File: config.mk
export PLATFORM = sky130hd
export DESIGN_NAME = brew_order_scheduler_flat
export DESIGN_NICKNAME = d
export VERILOG_FILES = /design/src/rtl/cmach_pkg.sv /design/src/rtl/brew_order_scheduler_if.sv /design/src/rtl/brew_order_scheduler_order_fifo.sv /design/src/rtl/brew_order_scheduler.sv /design/src/flat_wrapper.sv
export SDC_FILE = /design/constraint.sdc
export NUM_CORES = 1
export LEC_CHECK = 0
export BUFFER_PORTS_ARGS = -buffer_cell sky130_fd_sc_hd__buf_4
export CAP_MARGIN = 20
export CORE_AREA = 2 2 80 82
export CTS_BUF_LIST = sky130_fd_sc_hd__clkbuf_4
export CTS_CLUSTER_SIZE = 40
export DETAILED_ROUTE_END_ITERATION = 16
export DIE_AREA = 0 0 82 84
export GPL_ROUTABILITY_DRIVEN = 0
export PLACE_DENSITY = 0.61
export SYNTH_ARGS = -nofsm -noshare
export SYNTH_HDL_FRONTEND = slang
export SYNTH_SLANG_ARGS = --single-unit
File: constraint.sdc
create_clock -name clk -period 7.1 [get_ports clk]
set_clock_uncertainty 0.2 [all_clocks]
set_input_delay 0.71 -clock clk [delete_from_list [all_inputs] [get_ports clk]]
set_output_delay 0.71 -clock clk [all_outputs]
set_load 0.1 [all_outputs]
File: src/rtl/cmach_pkg.sv
// Shared coffee-machine types: order encoding, field limits and scheduler states.
package cmach_pkg;

    localparam int ORDER_W = 6;
    localparam int TYPE_W  = 3;
    localparam int SIZE_W  = 2;

    localparam logic [TYPE_W-1:0] TYPE_MAX = 3'd4;
    localparam logic [SIZE_W-1:0] SIZE_MAX = 2'd2;

    typedef enum logic [TYPE_W-1:0] {
        RCP_ESPRESSO,
        RCP_AMERICANO,
        RCP_LATTE,
        RCP_CAPPUCCINO,
        RCP_MOCHA
    } recipe_e;

    // Type is kept as raw bits so out-of-range codes from a port stay representable.
    typedef struct packed {
        logic              flavor;
        logic [TYPE_W-1:0] btype;
        logic [SIZE_W-1:0] size;
    } order_t;

    typedef enum logic [1:0] {
        ST_IDLE  = 2'd0,
        ST_ISSUE = 2'd1,
        ST_RUN   = 2'd2,
        ST_HOLD  = 2'd3
    } sched_state_e;

    function automatic logic order_ok(input order_t o);
        return (o.btype <= TYPE_MAX) && (o.size <= SIZE_MAX);
    endfunction

endpackage

File: src/rtl/brew_order_scheduler_if.sv
// Order-port handshakes plus brewer control, shared by the scheduler and its environment.
interface brew_order_scheduler_if;
    import cmach_pkg::*;

    logic               req0_valid;
    logic [ORDER_W-1:0] req0_order;
    logic               req0_ready;
    logic               req1_valid;
    logic [ORDER_W-1:0] req1_order;
    logic               req1_ready;
    logic               brew_start;
    logic [ORDER_W-1:0] brew_order;
    logic               brew_busy;
    logic               brew_done;
    logic               brew_error;

    modport slave (
        input  req0_valid, req0_order, output req0_ready,
        input  req1_valid, req1_order, output req1_ready,
        output brew_start, brew_order,
        input  brew_busy, brew_done, brew_error
    );

    modport master (
        output req0_valid, req0_order, input req0_ready,
        output req1_valid, req1_order, input req1_ready,
        input  brew_start, brew_order,
        output brew_busy, brew_done, brew_error
    );

endinterface

File: src/rtl/brew_order_scheduler_order_fifo.sv
// Power-of-two order queue; the head is visible combinationally and reads as 0 when empty.
module order_fifo #(
    parameter  int DEPTH = 4,
    parameter  int WIDTH = 6,
    localparam int PW    = (DEPTH > 1) ? $clog2(DEPTH) : 1,
    localparam int CW    = $clog2(DEPTH) + 1
) (
    input  logic             clk,
    input  logic             rst,
    input  logic             push,
    input  logic [WIDTH-1:0] din,
    input  logic             pop,
    output logic [WIDTH-1:0] dout,
    output logic             full,
    output logic             empty,
    output logic [CW-1:0]    count
);

    logic [WIDTH-1:0] r_mem [DEPTH];
    logic [PW-1:0]    r_wr_ptr;
    logic [PW-1:0]    r_rd_ptr;
    logic [CW-1:0]    r_count;
    logic             w_push;
    logic             w_pop;

    assign w_push = push && !full;
    assign w_pop  = pop && !empty;

    // NOTE: storage has no reset; the pointers and count alone decide which entries are live.
    always_ff @(posedge clk) begin
        if (w_push) r_mem[r_wr_ptr] <= din;
    end

    // NOTE: sequential state uses <= so every register samples pre-edge values.
    always_ff @(posedge clk or negedge rst) begin
        if (!rst) begin
            r_wr_ptr <= '0;
            r_rd_ptr <= '0;
            r_count  <= '0;
        end else begin
            if (w_push) r_wr_ptr <= r_wr_ptr + PW'(1);
            if (w_pop)  r_rd_ptr <= r_rd_ptr + PW'(1);
            case ({w_push, w_pop})
                2'b10:   r_count <= r_count + CW'(1);
                2'b01:   r_count <= r_count - CW'(1);
                default: r_count <= r_count;
            endcase
        end
    end

    assign full  = (r_count == CW'(DEPTH));
    assign empty = (r_count == '0);
    assign count = r_count;
    assign dout  = empty ? '0 : r_mem[r_rd_ptr];

endmodule

File: src/rtl/brew_order_scheduler.sv
// Two-port round-robin order intake feeding a queue, plus the issue/run/hold brewer FSM.
module brew_order_scheduler
    import cmach_pkg::*;
#(
    parameter int QDEPTH    = 4,
    parameter int MAX_RETRY = 2,
    parameter int ACK_TO    = 16
) (
    input  logic                  clk,
    input  logic                  rst,
    brew_order_scheduler_if.slave bus,
    output logic [3:0]            q_count,
    output logic [1:0]            sched_state,
    output logic                  bad_order,
    output logic                  retry_fail
);

    localparam int CW = $clog2(QDEPTH) + 1;
    localparam int TW = $clog2(ACK_TO + 1);
    localparam int RW = $clog2(MAX_RETRY + 2);

    sched_state_e        r_state;
    logic                r_brew_start;
    logic                r_retry_fail;
    logic                r_bad_order;
    logic                r_last_req1;
    logic                r_ready_en;
    logic                r_acked;
    logic [TW-1:0]       r_ack_cnt;
    logic [RW-1:0]       r_retry_cnt;

    logic                w_full;
    logic                w_empty;
    logic [CW-1:0]       w_count;
    logic [ORDER_W-1:0]  w_head;
    logic                w_open;
    logic                w_xfer0;
    logic                w_xfer1;
    order_t              w_in_order;
    logic                w_push;
    logic                w_pop;

    // r_last_req1 set means req1 won last, so req0 is favoured next.
    assign w_open         = r_ready_en && !w_full;
    assign bus.req0_ready = w_open && bus.req0_valid && (!bus.req1_valid || r_last_req1);
    assign bus.req1_ready = w_open && bus.req1_valid && (!bus.req0_valid || !r_last_req1);
    assign w_xfer0        = bus.req0_valid && bus.req0_ready;
    assign w_xfer1        = bus.req1_valid && bus.req1_ready;
    assign w_in_order     = w_xfer1 ? order_t'(bus.req1_order) : order_t'(bus.req0_order);
    assign w_push         = (w_xfer0 || w_xfer1) && order_ok(w_in_order);

    // NOTE: a default before the case keeps this purely combinational (no latch).
    always_comb begin
        w_pop = 1'b0;
        case (r_state)
            ST_RUN:  w_pop = bus.brew_done && !bus.brew_error;
            ST_HOLD: w_pop = !bus.brew_error && (r_retry_cnt >= RW'(MAX_RETRY));
            default: w_pop = 1'b0;
        endcase
    end

    order_fifo #(.DEPTH(QDEPTH), .WIDTH(ORDER_W)) u_fifo (
        .clk   (clk),
        .rst   (rst),
        .push  (w_push),
        .din   (w_in_order),
        .pop   (w_pop),
        .dout  (w_head),
        .full  (w_full),
        .empty (w_empty),
        .count (w_count)
    );

    always_ff @(posedge clk or negedge rst) begin
        if (!rst) begin
            r_ready_en  <= 1'b0;
            r_last_req1 <= 1'b1;
            r_bad_order <= 1'b0;
        end else begin
            r_ready_en <= 1'b1;
            if (w_xfer0)      r_last_req1 <= 1'b0;
            else if (w_xfer1) r_last_req1 <= 1'b1;
            if ((w_xfer0 || w_xfer1) && !order_ok(w_in_order)) r_bad_order <= 1'b1;
        end
    end

    always_ff @(posedge clk or negedge rst) begin
        if (!rst) begin
            r_state      <= ST_IDLE;
            r_brew_start <= 1'b0;
            r_retry_fail <= 1'b0;
            r_acked      <= 1'b0;
            r_ack_cnt    <= '0;
            r_retry_cnt  <= '0;
        end else begin
            r_brew_start <= 1'b0;
            r_retry_fail <= 1'b0;
            case (r_state)
                ST_IDLE: begin
                    if (!w_empty && !bus.brew_error) begin
                        r_state      <= ST_ISSUE;
                        r_brew_start <= 1'b1;
                    end
                end
                ST_ISSUE: begin
                    r_ack_cnt <= '0;
                    r_acked   <= 1'b0;
                    r_state   <= ST_RUN;
                end
                ST_RUN: begin
                    // Error outranks a simultaneous done; timeout is disarmed once busy is seen.
                    if (bus.brew_error) begin
                        r_state <= ST_HOLD;
                    end else if (bus.brew_done) begin
                        r_retry_cnt <= '0;
                        r_state     <= ST_IDLE;
                    end else if (bus.brew_busy) begin
                        r_acked <= 1'b1;
                    end else if (!r_acked) begin
                        if (r_ack_cnt == TW'(ACK_TO - 1)) r_state <= ST_HOLD;
                        else                               r_ack_cnt <= r_ack_cnt + TW'(1);
                    end
                end
                ST_HOLD: begin
                    if (!bus.brew_error) begin
                        if (r_retry_cnt >= RW'(MAX_RETRY)) begin
                            r_retry_cnt  <= '0;
                            r_retry_fail <= 1'b1;
                            r_state      <= ST_IDLE;
                        end else begin
                            r_retry_cnt  <= r_retry_cnt + RW'(1);
                            r_brew_start <= 1'b1;
                            r_state      <= ST_ISSUE;
                        end
                    end
                end
                default: r_state <= ST_IDLE;
            endcase
        end
    end

    assign bus.brew_start = r_brew_start;
    assign bus.brew_order = w_head;
    assign q_count        = 4'(w_count);
    assign sched_state    = r_state;
    assign bad_order      = r_bad_order;
    assign retry_fail     = r_retry_fail;

endmodule

File: src/flat_wrapper.sv
// flat-port wrapper written by rule: the top's interface ports become plain ports
module brew_order_scheduler_flat import cmach_pkg::*;
#(
    parameter int QDEPTH    = 4,
    parameter int MAX_RETRY = 2,
    parameter int ACK_TO    = 16
)
  (clk, rst, q_count, sched_state, bad_order, retry_fail, bus_req0_valid, bus_req0_order, bus_req0_ready, bus_req1_valid, bus_req1_order, bus_req1_ready, bus_brew_start, bus_brew_order, bus_brew_busy, bus_brew_done, bus_brew_error);
  brew_order_scheduler_if bus_i ();
  input  logic clk;
  input  logic rst;
  output logic [3:0] q_count;
  output logic [1:0] sched_state;
  output logic bad_order;
  output logic retry_fail;
  input wire logic [$bits(bus_i.req0_valid)-1:0] bus_req0_valid;
  input wire logic [$bits(bus_i.req0_order)-1:0] bus_req0_order;
  output wire logic [$bits(bus_i.req0_ready)-1:0] bus_req0_ready;
  input wire logic [$bits(bus_i.req1_valid)-1:0] bus_req1_valid;
  input wire logic [$bits(bus_i.req1_order)-1:0] bus_req1_order;
  output wire logic [$bits(bus_i.req1_ready)-1:0] bus_req1_ready;
  output wire logic [$bits(bus_i.brew_start)-1:0] bus_brew_start;
  output wire logic [$bits(bus_i.brew_order)-1:0] bus_brew_order;
  input wire logic [$bits(bus_i.brew_busy)-1:0] bus_brew_busy;
  input wire logic [$bits(bus_i.brew_done)-1:0] bus_brew_done;
  input wire logic [$bits(bus_i.brew_error)-1:0] bus_brew_error;
  assign bus_i.req0_valid = bus_req0_valid;
  assign bus_i.req0_order = bus_req0_order;
  assign bus_req0_ready = bus_i.req0_ready;
  assign bus_i.req1_valid = bus_req1_valid;
  assign bus_i.req1_order = bus_req1_order;
  assign bus_req1_ready = bus_i.req1_ready;
  assign bus_brew_start = bus_i.brew_start;
  assign bus_brew_order = bus_i.brew_order;
  assign bus_i.brew_busy = bus_brew_busy;
  assign bus_i.brew_done = bus_brew_done;
  assign bus_i.brew_error = bus_brew_error;
  brew_order_scheduler #(.QDEPTH(QDEPTH), .MAX_RETRY(MAX_RETRY), .ACK_TO(ACK_TO)) u_core (.clk(clk), .rst(rst), .bus(bus_i), .q_count(q_count), .sched_state(sched_state), .bad_order(bad_order), .retry_fail(retry_fail));
endmodule
==> impl_metrics.py, run 1 <==
metrics = {
    "status": {
        "outcome": "finished, final reports clean",
    },
    "placed_design": {
        "place_area_sq_mm": 0.00268,
        "dp_hpwl_um": 3160,
        "io_buffers": 34,
    },
    "clock_tree": {
        "cts_setup_buffers": 0,
        "cts_root_buf": "clkbuf_4",
        "clock_latency_ns": 0.36,
        "clockBufferDepth": 2,
        "cts-buffers-inserted": 5,
        "cts.sinks": 46,
        "cts-htree-levels": 2,
        "clkSlewWorstSetupHoldPaths_ns": 0.14,
        "cts_tree": "built",
    },
    "floorplan": {
        "ioPinCount": 36,
        "die_w_um": 82,
        "rows": 29,
        "start_util": 0.388,
        "core_area_sq_mm": 0.00610,
        "dieArea_sq_mm": 0.00689,
        "die_h_um": 84,
    },
    "yosys": {
        "synth_commonest_cells": "24 x edfxtp_1, 21 x dfrtp_1, 19 x inv_1",
        "synth-main-ff-cell": "edfxtp_1",
        "ys_top_cells_by_area": "edfxtp_1 30%, dfrtp_1 22%, ha_1 6.3%, mux4_2 5.7%, mux2_4 3.8%",
        "yosys.area.top_type": "edfxtp_1",
        "synthArstFlopShare": 0.478,
        "ys_types": 46,
        "netlist_area_sq_mm": 0.00237,
        "synth_fp_nets": 218,
        "syn_area_per_cell_sq_um": 12.7,
        "synth_top_cell_area_share": 0.304,
        "synth_seq_cells": 46,
        "synth_most_common_cell": "edfxtp_1",
        "syn_inst": 186,
        "seq_area_frac_synth": 0.538,
        "synth_edf_count": 24,
        "yosysWarnings": 0,
    },
    "global_route": {
        "grt_use_total": 0.138,
        "overflow": 0,
        "grt_pass1_vias": 1517,
        "grt_pass1_wl_um": 7150,
        "grt_max_degree": 23,
        "grt_antenna_before_repair": 0,
    },
    "timing": {
        "finalSetupViolations": 0,
        "finalHoldViolCount": 0,
        "fin_crit_sh": 0.421,
        "worstMarginPinSlew_ns": 0.502,
        "grt_setup_unrepaired": "no",
        "fin_crit_ns": 2.99,
        "slew_headroom": 0.665,
        "max_freq_ghz": 0.335,
        "fin_setup_tns_ns": 0,
        "drv_slew": 0,
    },
    "power_and_ir_drop": {
        "power.share.switching": 0.502,
        "power_frac_seq": 0.331,
        "peakVddDrop_v": 0.000218,
        "p_per_area_mw_per_mm2": 442,
        "share_comb_of_total_power": 0.537,
        "p_int_uw": 610,
        "clock_power_share": 0.131,
        "power.total_uw": 1230,
        "switchingPower_uw": 615,
        "leakage_uw": 0.00117,
    },
    "route": {
        "drc_errors": 0,
        "drt_pass1_iterations": 4,
        "dr.first_iter.drc_count": 91,
        "routed_wl_um": 4220,
        "wl_per_cell_um": 14.1,
        "vias": 1451,
        "final_antenna_net_count": 0,
        "viasPerCell": 4.84,
    },
    "critical_path": {
        "cp-start-kind": "register",
        "criticalPathCategory": "reg2out",
        "arrival_ns": 2.08,
        "worst-path-max-fanout": 8,
        "required_ns": 6.19,
        "critical_path.endpoint_type": "output port",
    },
    "job": {
        "maxCapViolCount": 0,
    },
    "finish": {
        "n_fill_cell": 590,
        "area.growth.synth_to_final_pct": 17.1,
        "diodes": 0,
        "drive_gt1_frac": 0.296,
        "finalNetCount": 254,
        "fin_area_sq_mm": 0.00277,
    },
    "worst_hold_path": {
        "hold_path.class": "reg2reg",
    },
}
logic make-up (layout without fill, tap and decap cells):
group,after synthesis,after routing,synth area share
AOI/OAI and AO/OA,26,26,0.0846
xor gates and xnor gates,9,9,0.0333
adders and majority gates,13,13,0.0719
buffers and inverters,25,62,0.0460
DFF,46,46,0.538
muxes,13,13,0.0999
other,2,2,0.00317
and+or+nand+nor,52,52,0.124
critical path, cell delays in order, from the launching register on:
cell and delay, ns:
dfrtp_1 0.51, o31ai_4 0.39, nand2b_1 0.48, inv_1 0.09, buf_4 0.25
metrics by stage:
stage          hold slack (ns)  cells  setup WS, ns   util
6_report                 0.292    300          4.11  0.455
2_1_floorplan            0.214    186          3.65      -
5_1_grt                  0.316    300          4.02  0.455
3_3_place_gp             0.269    291          4.36  0.440
4_1_cts                0.00374    299          4.09  0.453
3_5_place_dp             0.272    291          4.29  0.440
sequential cells by signal (all words and copies together), names as in the netlist:
| signal | flops |
|---|---|
| u_core.u_fifo.count | 3 |
| u_core.sched_state | 2 |
| u_core.r_ack_cnt | 5 |
| u_core.r_acked | 1 |
| u_core.u_fifo.r_wr_ptr | 2 |
| u_core.r_retry_cnt | 2 |
| u_core.u_fifo.r_mem | 24 |
| u_core.u_fifo.r_rd_ptr | 2 |
| u_core.r_last_req1 | 1 |
| u_core.bad_order | 1 |
| u_core.r_ready_en | 1 |
| u_core.bus.brew_start | 1 |
| u_core.retry_fail | 1 |
path summary, 6_finish.rpt:
check | from | end | slack, ns | cells after the start
max in group asynchronous | rst | u_core.r_last_req1 | 5.85 | 2
min in group asynchronous | rst | u_core.sched_state[1] | 0.56 | 2
worst min-delay path | u_core.r_last_req1 | u_core.r_last_req1 | 0.29 | 2
worst min register to register | u_core.r_last_req1 | u_core.r_last_req1 | 0.29 | 2
worst max-delay path | u_core.u_fifo.count[1] | bus_req1_ready | 4.11 | 4
worst max register to register | u_core.sched_state[0] | u_core.u_fifo.count[2] | 4.37 | 10
power groups by stage:
stage	logic, uW	registers [uW]	clock network, uW
after floorplan	440	505	0
after detailed placement	665	414	0
after global placement	661	413	0
after global routing	705	416	182
final	658	406	161
after CTS	665	408	167
final cells by class:
class                           count  area [sq um]  share of cell area
Clock inverter                      3          43.8              0.0158
Multi-Input combinational cell    115           986               0.356
Clock buffer                        5          37.5              0.0135
Inverter                           19          71.3              0.0257
Sequential cell                    46          1270               0.459
Timing Repair Buffer               35           265              0.0957
Tap cell                           77          96.3              0.0347
routing by layer:
| layer | share of wire | track usage |
|---|---|---|
| met1 | 0.45 | 0.180 |
| met2 | 0.50 | 0.221 |
| met3 | 0.035 | 0.0335 |
| met4 | 0.017 | 0.0500 |
| met5 | 0 | 0 |
what timing repair did:
action                    in CTS  in global routing
hold endpoints to repair       0                  6
hold buffers                   0                  1
gates resized for setup        0                  0
placed cells by master (no fill, tap or decap), types with 3 or more instances in the layout:
| cell type | synthesis | final |
|---|---|---|
| and2_1 | 4 | 4 |
| and2b_2 | 4 | 4 |
| buf_4 | 1 | 34 |
| clkbuf_4 | 0 | 5 |
| dfrtp_1 | 21 | 21 |
| edfxtp_1 | 24 | 24 |
| ha_1 | 12 | 12 |
| inv_1 | 19 | 19 |
| mux2_4 | 6 | 6 |
| mux4_2 | 6 | 6 |
| nand2_1 | 11 | 11 |
| nand2b_1 | 3 | 3 |
| nand3_1 | 5 | 5 |
| nand4_1 | 3 | 3 |
| nor2_1 | 9 | 9 |
| o21ai_0 | 5 | 5 |
| o21ai_1 | 4 | 4 |
| xnor2_1 | 4 | 4 |
| xor2_1 | 5 | 5 |
Power figures use the tool's default switching activity.
==> inputs of run 2 (changes only) <==
==> constraint.sdc (replaced) <==
create_clock -name clk -period 2.8 [get_ports clk]
set_clock_uncertainty 0.2 [all_clocks]
set_input_delay 0.28 -clock clk [delete_from_list [all_inputs] [get_ports clk]]
set_output_delay 0.28 -clock clk [all_outputs]
set_load 0.1 [all_outputs]
==> impl_metrics.py, run 2 (synthesis results as in run 1) <==
metrics = {
    "status": {
        "outcome": "finished, final reports clean",
    },
    "finish": {
        "largest_register": "u_core.u_fifo.r_mem",
        "drive_gt1_frac": 0.320,
        "diodes": 0,
        "finalNetCount": 259,
        "final-seq-area_sq_mm": 0.00127,
        "fin_util": 0.462,
        "largest_register_ffs": 24,
        "final_cell_mix": "38 x buf_4, 24 x edfxtp_1, 19 x inv_1, 19 x dfrtp_1, 12 x ha_1",
        "final_common_cell": "buf_4",
        "multi_input_area_sq_um": 988,
        "area.growth.synth_to_final_pct": 19.1,
        "n_fill_cell": 576,
    },
    "clock_tree": {
        "cts-buffers-inserted": 5,
        "cts_setup_buffers": 0,
        "clkSlewWorstSetupHoldPaths_ns": 0.14,
        "cts.sinks": 46,
        "clockBufferDepth": 2,
        "cts_root_buf": "clkbuf_4",
        "clock_latency_ns": 0.36,
        "cts_tree": "built",
        "cts-htree-levels": 2,
    },
    "critical_path": {
        "slowest_stage": "dfrtp_2",
        "worst-path-max-fanout": 7,
        "arrival_ns": 2.66,
        "required_ns": 2.88,
        "reg2reg_to": "u_core.u_fifo.count[2]",
        "max_stage_delay_ns": 0.46,
        "worstPathCellList": "ha_1 -> nand3b_1 -> a211oi_2 -> ha_1 -> inv_1 -> fa_1 -> xor2_1 -> nor2_1 -> xnor2_1",
        "crit_top_cell": "ha_1",
        "cp-start-kind": "register",
        "criticalPathCategory": "reg2reg",
        "crit_start": "u_core.sched_state[0]",
        "rr_startpoint": "u_core.sched_state[0]",
        "reg2reg_setup_slack_ns": 0.22,
        "critical_path.endpoint_type": "register",
        "r2r_cells": 9,
        "crit_end": "u_core.u_fifo.count[2]",
    },
    "global_route": {
        "grt_max_degree": 23,
        "grt_pass1_vias": 1580,
        "grt_use_total": 0.138,
        "grt_antenna_before_repair": 0,
        "overflow": 0,
        "grt_pass1_wl_um": 7240,
    },
    "floorplan": {
        "ioPinCount": 36,
        "die_h_um": 84,
        "dieArea_sq_mm": 0.00689,
        "rows": 29,
        "die_w_um": 82,
        "start_util": 0.388,
        "core_area_sq_mm": 0.00610,
    },
    "route": {
        "drt_pass1_iterations": 4,
        "final_antenna_net_count": 0,
        "dr.first_iter.drc_count": 44,
        "drc_errors": 0,
        "vias": 1494,
        "routed_wl_um": 4220,
        "viasPerCell": 4.90,
        "wl_per_cell_um": 13.8,
    },
    "power_and_ir_drop": {
        "power.share.switching": 0.498,
        "p_int_uw": 1580,
        "switchingPower_uw": 1570,
        "share_comb_of_total_power": 0.540,
        "clock_power_share": 0.132,
        "p_per_area_mw_per_mm2": 1120,
        "leakage_uw": 0.00119,
        "power.total_uw": 3150,
        "peakVddDrop_v": 0.000695,
        "power_frac_seq": 0.328,
    },
    "timing": {
        "slew_headroom": 0.624,
        "finalSetupViolations": 0,
        "fin_setup_tns_ns": 0,
        "fin_crit_ns": 2.58,
        "max_freq_ghz": 0.388,
        "finalHoldViolCount": 0,
        "drv_slew": 0,
        "worstMarginPinSlew_ns": 0.565,
        "grt_setup_unrepaired": "no",
        "fin_crit_sh": 0.921,
        "hold_ws_ns": 0.0331,
    },
    "job": {
        "maxCapViolCount": 0,
    },
    "worst_hold_path": {
        "hold_path.class": "in2reg",
        "hold_depth": 4,
    },
    "placed_design": {
        "io_buffers": 34,
        "dp_hpwl_um": 3090,
    },
}
run 2: cell count changes in the layout (fill, tap and decap cells not counted), sizes merged:
cell         before  now
buf              34   38
clkbuf            5    6
clkinv            1    0
clkinvlp          0    1
dlygate4sd3       1    2
inv              20   19
run 2: how the worst min path moves through the flow:
stage,slack [ns],from,end
floorplan,-0.22,rst,u_core.bad_order
global placement,-0.005,rst,u_core.r_acked
detailed placement,-0.004,rst,u_core.r_acked
CTS,0.03,bus_req0_valid,u_core.r_last_req1
global route,0.03,bus_req0_valid,u_core.r_last_req1
finish,0.03,bus_req0_valid,u_core.r_last_req1
run 2: per-stage QoR:
stage / worst slack [ns] / cells / area [sq um]
after global placement: 0.348 / 295 / 2720
after detailed placement: 0.240 / 295 / 2720
after floorplan: -0.0547 / 186 / 2370
final: 0.222 / 305 / 2820
after global routing: 0.0658 / 305 / 2820
after CTS: 0.180 / 305 / 2820
run 2: what timing repair did:
item,CTS,global route
hold buffers,2,0
hold endpoints to repair,23,0
resized for setup,0,0
run 2: power by group through the flow:
| stage | combinational (uW) | sequential, uW | clock, uW |
|---|---|---|---|
| 2_1_floorplan | 1120 | 1280 | 0 |
| 3_3_place_gp | 1690 | 1050 | 0 |
| 3_5_place_dp | 1710 | 1050 | 0 |
| 4_1_cts | 1720 | 1040 | 425 |
| 5_1_grt | 1810 | 1060 | 449 |
| 6_report | 1700 | 1030 | 415 |
run 2: final cells by class:
type,count,area share
clock inverters,2,0.0133
inverters,19,0.0253
clock buffers,6,0.0160
flip-flops and latches,46,0.452
repair buffers,40,0.108
well taps,77,0.0342
multi-input cells,115,0.351
run 2: layer usage:
metal  routed length, um  global-route usage  up-vias
met5                   0                   0        -
li1                    -                   -      731
met4                  64              0.0455        0
met1                1880               0.173      729
met2                2100               0.229       29
met3                 164              0.0335        5
run 2: worst max-delay path, delay by kind of cell (launching register included):
family                   cells  cell delay, ns
adder cells (fa/ha/maj)      3            0.88
buffers and inverters        1            0.06
XOR/XNOR                     2            0.28
flip-flops                   1            0.46
AND/OR/NAND/NOR              2            0.33
AO/OA/AOI/OAI                1            0.28
==> inputs of run 3 (changes only) <==
--- a/config.mk
+++ b/config.mk
@@ -7,12 +7,13 @@
 export LEC_CHECK = 0
 export BUFFER_PORTS_ARGS = -buffer_cell sky130_fd_sc_hd__buf_4
 export CAP_MARGIN = 20
-export CORE_AREA = 2 2 80 82
+export CORE_AREA = 3 3 81 83
 export CTS_BUF_LIST = sky130_fd_sc_hd__clkbuf_4
 export CTS_CLUSTER_SIZE = 40
 export DETAILED_ROUTE_END_ITERATION = 16
-export DIE_AREA = 0 0 82 84
+export DIE_AREA = 0 0 84 86
 export GPL_ROUTABILITY_DRIVEN = 0
+export HOLD_SLACK_MARGIN = 0.1
 export PLACE_DENSITY = 0.61
 export SYNTH_ARGS = -nofsm -noshare
 export SYNTH_HDL_FRONTEND = slang
==> impl_metrics.py, run 3 (synthesis results as in run 1) <==
metrics = {
    "finish": {
        "largest_register_ffs": 24,
        "final-seq-area_sq_mm": 0.00127,
        "area.growth.synth_to_final_pct": 24.4,
        "fin_cells": 315,
        "final_common_cell": "buf_4",
        "multi_input_area_sq_um": 991,
        "n_fill_cell": 536,
        "diodes": 0,
        "final_cell_mix": "36 x buf_4, 24 x edfxtp_1, 19 x inv_1, 19 x dfrtp_1, 16 x dlygate4sd3_1",
        "finalNetCount": 271,
        "largest_register": "u_core.u_fifo.r_mem",
        "drive_gt1_frac": 0.300,
    },
    "timing": {
        "max_freq_ghz": 0.384,
        "finalHoldViolCount": 0,
        "fin_ws_ns": 0.195,
        "fin_crit_sh": 0.930,
        "fin_crit_ns": 2.60,
        "grt_setup_unrepaired": "no",
        "finalSetupViolations": 0,
        "drv_slew": 0,
    },
    "clock_tree": {
        "cts-buffers-inserted": 5,
        "clkSlewWorstSetupHoldPaths_ns": 0.14,
        "cts_root_buf": "clkbuf_4",
        "clock_latency_ns": 0.36,
        "cts.sinks": 46,
        "clockBufferDepth": 2,
        "cts_setup_buffers": 0,
        "cts-htree-levels": 2,
        "cts_tree": "built",
    },
    "floorplan": {
        "rows": 28,
        "ioPinCount": 36,
        "dieArea_sq_mm": 0.00722,
        "core_area_sq_mm": 0.00592,
        "start_util": 0.400,
        "die_h_um": 86,
        "die_w_um": 84,
    },
    "global_route": {
        "grt_pass1_vias": 1598,
        "grt_pass1_wl_um": 7490,
        "grt_use_total": 0.130,
        "grt_antenna_before_repair": 0,
        "overflow": 0,
        "grt_max_degree": 23,
    },
    "critical_path": {
        "reg2reg_to": "u_core.u_fifo.r_mem[3][0]",
        "arrival_ns": 2.50,
        "required_ns": 2.69,
        "cp-start-kind": "register",
        "rr_startpoint": "u_core.u_fifo.count[1]",
        "reg2reg_setup_slack_ns": 0.20,
        "crit_start": "u_core.u_fifo.count[1]",
        "criticalPathCategory": "reg2reg",
        "worst-path-max-fanout": 8,
        "critical_path.endpoint_type": "register",
        "r2r_cells": 4,
    },
    "power_and_ir_drop": {
        "p_per_area_mw_per_mm2": 1080,
        "peakVddDrop_v": 0.000410,
        "leakage_uw": 0.00124,
        "power.total_uw": 3170,
    },
    "placed_design": {
        "place_inst": 291,
        "dp_hpwl_um": 3230,
        "pre_cts_slack_ns": 0.293,
        "io_buffers": 34,
    },
    "route": {
        "routed_wl_um": 4340,
        "drt_pass1_iterations": 5,
        "viasPerCell": 4.84,
        "dr.first_iter.drc_count": 86,
        "vias": 1524,
        "wl_per_cell_um": 13.8,
        "final_antenna_net_count": 0,
        "drc_errors": 0,
    },
    "worst_hold_path": {
        "hold_path.class": "in2async",
    },
    "job": {
        "maxCapViolCount": 0,
    },
    "status": {
        "outcome": "finished, final reports clean",
    },
}
## run 3: changes by cell type in the layout (fill, tap and decap cells not counted)
cell	delta
nand2b_2	+1
nand2b_1	-1
dlygate4sd3_1	+14
clkinvlp_4	-1
clkbuf_4	+1
buf_4	-2
## run 3: through the flow
step,utilization,TNS [ns],area (sq um),hold slack (ns)
floorplan,-,-0.0547,2370,-0.216
global placement,0.456,0,2700,-0.0128
detailed placement,0.456,0,2700,-0.00890
CTS,0.497,0,2940,0.116
global route,0.497,0,2940,0.121
finish,0.497,0,2940,0.127
## run 3: final cells by class
| class | count | area share |
|---|---|---|
| Inverter | 19 | 0.0242 |
| Clock buffer | 7 | 0.0178 |
| Multi-Input combinational cell | 115 | 0.337 |
| Sequential cell | 46 | 0.433 |
| Timing Repair Buffer | 52 | 0.146 |
| Clock inverter | 1 | 0.0102 |
| Tap cell | 75 | 0.0319 |
## run 3: how the worst max path moves through the flow
| stage | end |
|---|---|
| final | u_core.u_fifo.r_mem[3][0] |
| after CTS | u_core.u_fifo.r_mem[3][0] |
| after floorplan | u_core.u_fifo.count[2] |
| after global routing | u_core.u_fifo.count[2] |
| after global placement | u_core.u_fifo.count[2] |
| after detailed placement | u_core.u_fifo.count[2] |
## run 3: per-layer routing
layer	wire length (um)	up-vias	global-route usage
met5	0	-	0
met4	78	0	0.0482
met3	218	7	0.0346
met2	2150	39	0.227
met1	1900	722	0.156
li1	-	756	-
## run 3: power by group
part           switching, uW  internal [uW]
sequential               174            862
clock                    203            209
combinational           1180            535
## run 3: critical path, cell delays in order (launching register included)
cell and delay (ns):
dfrtp_1 0.50, o31ai_4 0.37, nand2b_2 0.35, mux2_4 0.33, dlygate4sd3_1 0.60
## run 3: repair_timing
item | CTS | global route
hold buffers | 16 | 0
setup endpoints to repair | 0 | 24
resized for setup | 0 | 1
hold endpoints to repair | 55 | 0
